## config.mk

```make
export PLATFORM = sky130hd
export DESIGN_NAME = gpio_pad_ctrl
export DESIGN_NICKNAME = d
export VERILOG_FILES = /design/src/rtl/gpio_pad_ctrl.sv
export SDC_FILE = /design/constraint.sdc
export NUM_CORES = 1
export LEC_CHECK = 0
export CAP_MARGIN = 0
export CORE_AREA = 2 2 178 93
export DETAILED_ROUTE_END_ITERATION = 10
export DIE_AREA = 0 0 180 95
export DONT_BUFFER_PORTS = 1
export GPL_TIMING_DRIVEN = 0
export PLACE_DENSITY = 0.83
export SYNTH_ARGS = -nofsm -noshare
export SYNTH_HDL_FRONTEND = slang
export SYNTH_SLANG_ARGS = --single-unit
```

## constraint.sdc

```tcl
create_clock -name clk -period 17.3 [get_ports clk]
set_input_delay 1.73 -clock clk [delete_from_list [all_inputs] [get_ports clk]]
set_output_delay 1.73 -clock clk [all_outputs]
set_load 0.05 [all_outputs]
```

## src/rtl/gpio_pad_ctrl.sv

```systemverilog
// GPIO pad controller: N bidirectional pins with synchronised, glitch-filtered inputs,
// edge/level interrupt capture and a single-cycle register bus.
`timescale 1ns/1ps
module gpio_pad_ctrl #(
  parameter int N             = 16,
  parameter int FILTER_CYCLES = 4
) (
  input  logic          clk,
  input  logic          rst,
  input  logic          req,
  input  logic          we,
  input  logic [2:0]    addr,
  input  logic [31:0]   wdata,
  output logic [31:0]   rdata,
  output logic          rvalid,
  input  logic [N-1:0]  gpio_i,
  output logic [N-1:0]  gpio_o,
  output logic [N-1:0]  gpio_oe_n,
  input  logic          test_en,
  output logic          irq
);

  localparam int CW = (FILTER_CYCLES > 0) ? $clog2(FILTER_CYCLES + 1) : 1;

  logic [N-1:0]   r_sync1;
  logic [N-1:0]   r_sync2;
  logic [N-1:0]   r_filt_d;
  logic [N-1:0]   r_dout;
  logic [N-1:0]   r_oe;
  logic [N-1:0]   r_irq_en;
  logic [2*N-1:0] r_mode;
  logic [N-1:0]   r_pend;
  logic [31:0]    r_rdata;
  logic           r_rvalid;
  logic           r_irq;

  logic [N-1:0]   w_filt;
  logic [N-1:0]   w_set;
  logic [N-1:0]   w_clr;
  logic [31:0]    w_rmux;
  logic           w_wr;

  generate
    if (FILTER_CYCLES > 0) begin : g_filt
      localparam logic [CW-1:0] CMAX = CW'(FILTER_CYCLES - 1);
      logic [N-1:0]  r_filt;
      logic [CW-1:0] r_cnt [N];

      // A mismatch must persist FILTER_CYCLES consecutive cycles before it is accepted.
      always_ff @(posedge clk or posedge rst) begin
        if (rst) begin
          r_filt <= '0;
          for (int i = 0; i < N; i++) r_cnt[i] <= '0;
        end else begin
          for (int i = 0; i < N; i++) begin
            if (r_sync2[i] == r_filt[i]) begin
              r_cnt[i] <= '0;
            end else if (r_cnt[i] == CMAX) begin
              r_filt[i] <= r_sync2[i];
              r_cnt[i]  <= '0;
            end else begin
              r_cnt[i] <= r_cnt[i] + 1'b1;
            end
          end
        end
      end
      assign w_filt = r_filt;
    end else begin : g_nofilt
      assign w_filt = r_sync2;
    end
  endgenerate

  assign w_wr  = req & we;
  assign w_clr = (w_wr && addr == 3'd5) ? wdata[N-1:0] : '0;

  always_comb begin
    w_set = '0;
    for (int i = 0; i < N; i++) begin
      case (r_mode[2*i +: 2])
        2'b00:   w_set[i] = w_filt[i] & ~r_filt_d[i];
        2'b01:   w_set[i] = ~w_filt[i] & r_filt_d[i];
        2'b10:   w_set[i] = w_filt[i] ^ r_filt_d[i];
        default: w_set[i] = w_filt[i];
      endcase
    end
  end

  always_comb begin
    w_rmux = '0;
    case (addr)
      3'd0:    w_rmux = 32'(w_filt);
      3'd1:    w_rmux = 32'(r_dout);
      3'd2:    w_rmux = 32'(r_oe);
      3'd3:    w_rmux = 32'(r_irq_en);
      3'd4:    w_rmux = 32'(r_mode);
      3'd5:    w_rmux = 32'(r_pend);
      default: w_rmux = '0;
    endcase
  end

  always_ff @(posedge clk or posedge rst) begin
    if (rst) begin
      r_sync1  <= '0;
      r_sync2  <= '0;
      r_filt_d <= '0;
      r_dout   <= '0;
      r_oe     <= '0;
      r_irq_en <= '0;
      r_mode   <= '0;
      r_pend   <= '0;
      r_rdata  <= '0;
      r_rvalid <= 1'b0;
      r_irq    <= 1'b0;
    end else begin
      r_sync1  <= gpio_i;
      r_sync2  <= r_sync1;
      r_filt_d <= w_filt;
      if (w_wr && addr == 3'd1) r_dout   <= wdata[N-1:0];
      if (w_wr && addr == 3'd2) r_oe     <= wdata[N-1:0];
      if (w_wr && addr == 3'd3) r_irq_en <= wdata[N-1:0];
      if (w_wr && addr == 3'd4) r_mode   <= wdata[2*N-1:0];
      // Set is ORed in after the clear so a coincident event is never lost.
      r_pend   <= (r_pend & ~w_clr) | w_set;
      r_irq    <= |(r_pend & r_irq_en);
      r_rvalid <= req;
      r_rdata  <= req ? w_rmux : '0;
    end
  end

  assign gpio_o    = test_en ? '0 : r_dout;
  assign gpio_oe_n = test_en ? '1 : ~r_oe;
  assign rdata     = r_rdata;
  assign rvalid    = r_rvalid;
  assign irq       = r_irq;

endmodule

```

==> flow_summary.json <==
{
  "syn_inst": 764,
  "syn_nets": 868,
  "cap_violations": 0,
  "netlist_top_cells_area": "dfrtp_1 (58%), mux2_2 (10%), ha_1 (5.8%), nor2b_1 (2.4%), mux4_2 (2.4%)",
  "grt_max_degree": 127,
  "cts_made_buffers": 21,
  "pwr-share-comb_pct": 22.3,
  "cts_tree": "built",
  "switching_share_pct": 32.0,
  "antenna_found_initial": 1,
  "cts_root_buf": "clkbuf_16",
  "clock_power_share_pct": 28.5,
  "cp_cell_sequence": "clkbuf_1 -> nor2b_1",
  "slowest_delay_ns": 0.94,
  "yosys.area.top_type": "dfrtp_1",
  "seqPwrFrac_pct": 49.3,
  "ys.flop_type": "dfrtp_1",
  "timing_hold_violations_final": 0,
  "grt_overflow": 0,
  "cp.required_ns": 15.57,
  "dieArea_um2": 17100,
  "ys_ff_latch": 242,
  "setup_viol": 0,
  "path_max_fanout": 10,
  "dpl-instance-area_um2": 10700,
  "diodes": 0,
  "avgSynthCellArea_um2": 13.6,
  "cts.sinks": 242,
  "hp-class": "reg -> reg",
  "fin_skew_ns": 0.00746,
  "synthArstFlopShare_pct": 100,
  "worstSkewPairLatency_ns": 0.50,
  "pre_cts_ws_ns": 12.59,
  "hold_buffers": 0,
  "worstPathArrival_ns": 3.03,
  "switchingPower_uw": 537,
  "wl_um": 24300,
  "initial_core_util_pct": 65.9,
  "p_leak_nw": 5.17,
  "grt_pass1_vias": 6725,
  "cellPowerDensity_nw_per_um2": 148,
  "max-slew-margin-rel_pct": 29.8,
  "drv_slew": 0,
  "cts_setup_buffers": 0,
  "cts_resized": 0,
  "critPathSlowestCell": "nor2b_1",
  "netlist_area_um2": 10400,
  "via_count": 6433,
  "nets": 892,
  "clkSlewWorstSetupHoldPaths_ns": 0.06,
  "crit_cells": 2,
  "layout_commonest_cell": "dfrtp_1",
  "port_buffers": 0,
  "io_pins": 122,
  "fin_crit_sh_pct": 27.5,
  "hold_depth": 0,
  "ys_types": 44,
  "syn2layout_area_growth_pct": 9.58,
  "rsz0062_at_grt": "no",
  "final_area_um2": 11400,
  "yosys_warnings": 0,
  "grt_pass1_wl_um": 37700,
  "critPathKind": "in -> out",
  "core_area_um2": 15700,
  "clockBufferDepth": 3,
  "synth_top_area_share_pct": 58.4,
  "synth_seq_area_share_pct": 58.4,
  "critPathLaunchType": "primary input",
  "first_pass_iters": 5,
  "layout_common_cells": "dfrtp_1 (242), mux2_2 (96), ha_1 (48), nor2b_1 (40), inv_1 (39)",
  "finalCriticalPeriod_ns": 4.76,
  "timing.setup.tns_ns": 0,
  "drive_gt1_share_pct": 20.1,
  "gp_congestion": 0.975,
  "die_x_um": 180,
  "tightest_slew_ns": 1.05,
  "max-vdd-ir-drop_mv": 0.0894,
  "ff2ff_path_depth": 4,
  "outcome": "finished clean",
  "num_rows": 33,
  "fin_ws_ns": 12.54,
  "drt_iter0_markers": 528,
  "die-height_um": 95,
  "vias_per_cell": 6.36,
  "end_kind": "primary output",
  "fmax_mhz": 210,
  "ant_nets": 0,
  "p_int_mw": 1.14,
  "htree_levels": 1,
  "crit_family": "simple AND/OR/NAND/NOR gates",
  "post-dp-hpwl_um": 17100,
  "drcViolationCount": 0,
  "synth_edf_count": 0,
  "critPathBufInv": 1,
  "wl_per_cell_um": 24.0,
  "track_usage_pct": 29.3
}
[stage by stage]
stage                     hold slack (ns)  power [mW]  cells  utilization (%)
after floorplan                     0.331        1.09    764                -
after global placement              0.334        1.16    974             67.6
after detailed placement            0.335        1.20    975             67.8
after CTS                           0.349        1.68   1012             72.2
after global routing                0.355        1.77   1012             72.2
final                               0.347        1.68   1012             72.2
[final timing paths]
| kind | startpoint | end | slack (ns) |
|---|---|---|---|
| worst max-delay path | test_en | gpio_o[14] | 12.54 |
| worst min-delay path | r_sync1[5] | r_sync2[5] | 0.35 |
| worst max register to register | g_filt.r_filt[12] | r_pend[12] | 15.76 |
| worst min register to register | r_sync1[5] | r_sync2[5] | 0.35 |
| max in group asynchronous | rst | rdata[26] | 15.02 |
| min in group asynchronous | rst | r_sync2[7] | 1.22 |
[registers in the layout, indices dropped and copies added (netlist names), 16 cells and up]
signal / cells
g_filt.r_filt: 16
r_oe: 16
r_sync2: 16
r_irq_en: 16
g_filt.r_cnt: 48
rdata: 32
r_sync1: 16
r_mode: 32
r_dout: 16
r_filt_d: 16
r_pend: 16
[power by group through the flow]
stage | registers (mW) | logic (mW) | clock network, mW
6_report | 0.827 | 0.374 | 0.478
3_3_place_gp | 0.820 | 0.338 | 0
3_5_place_dp | 0.834 | 0.368 | 0
4_1_cts | 0.824 | 0.376 | 0.483
5_1_grt | 0.843 | 0.417 | 0.508
2_1_floorplan | 0.789 | 0.304 | 0
[synthesized netlist by cell type (5+ instances only)]
cell type / count
and2_1: 20
nor2_1: 14
xnor2_1: 16
dfrtp_1: 242
a221o_1: 12
a22oi_1: 9
nand2b_1: 21
buf_2: 14
mux2_2: 96
mux2i_1: 14
mux2_1: 12
a221oi_1: 5
o22ai_1: 7
o21ai_0: 15
nand2_1: 18
inv_1: 40
nand3_1: 17
mux4_2: 11
nor2b_1: 40
ha_1: 48
clkbuf_1: 6
a211oi_1: 14
nor3_1: 13
nor3b_1: 25
[metal layers]
metal | track usage [%] | routed length, µm | vias up
li1 | - | - | 2755
met1 | 40.6 | 10100 | 3256
met2 | 44.5 | 10600 | 362
met3 | 10.5 | 2880 | 60
met4 | 7.66 | 617 | 0
met5 | 0 | 0 | -
[cell families after synthesis]
kind of cell | Yosys count | synth area share (%)
buffers and inverters | 66 | 2.70
AOI/OAI and AO/OA | 80 | 5.87
xor gates and xnor gates | 16 | 1.35
and+or+nand+nor | 179 | 10.4
adders and majority gates | 48 | 5.79
muxes | 133 | 15.5
DFF | 242 | 58.4
[layout make-up]
| class | instances | area (µm²) |
|---|---|---|
| inverter | 41 | 161 |
| clock buffer | 31 | 613 |
| sequential | 242 | 6060 |
| buffer | 25 | 126 |
| clock inverter | 6 | 82.6 |
| multi-input combinational | 456 | 4030 |
| timing repair buffer | 1 | 27.5 |
| tap | 210 | 263 |
| fill | 1008 | 4370 |
Note: power is estimated with default switching activity, not from simulation.
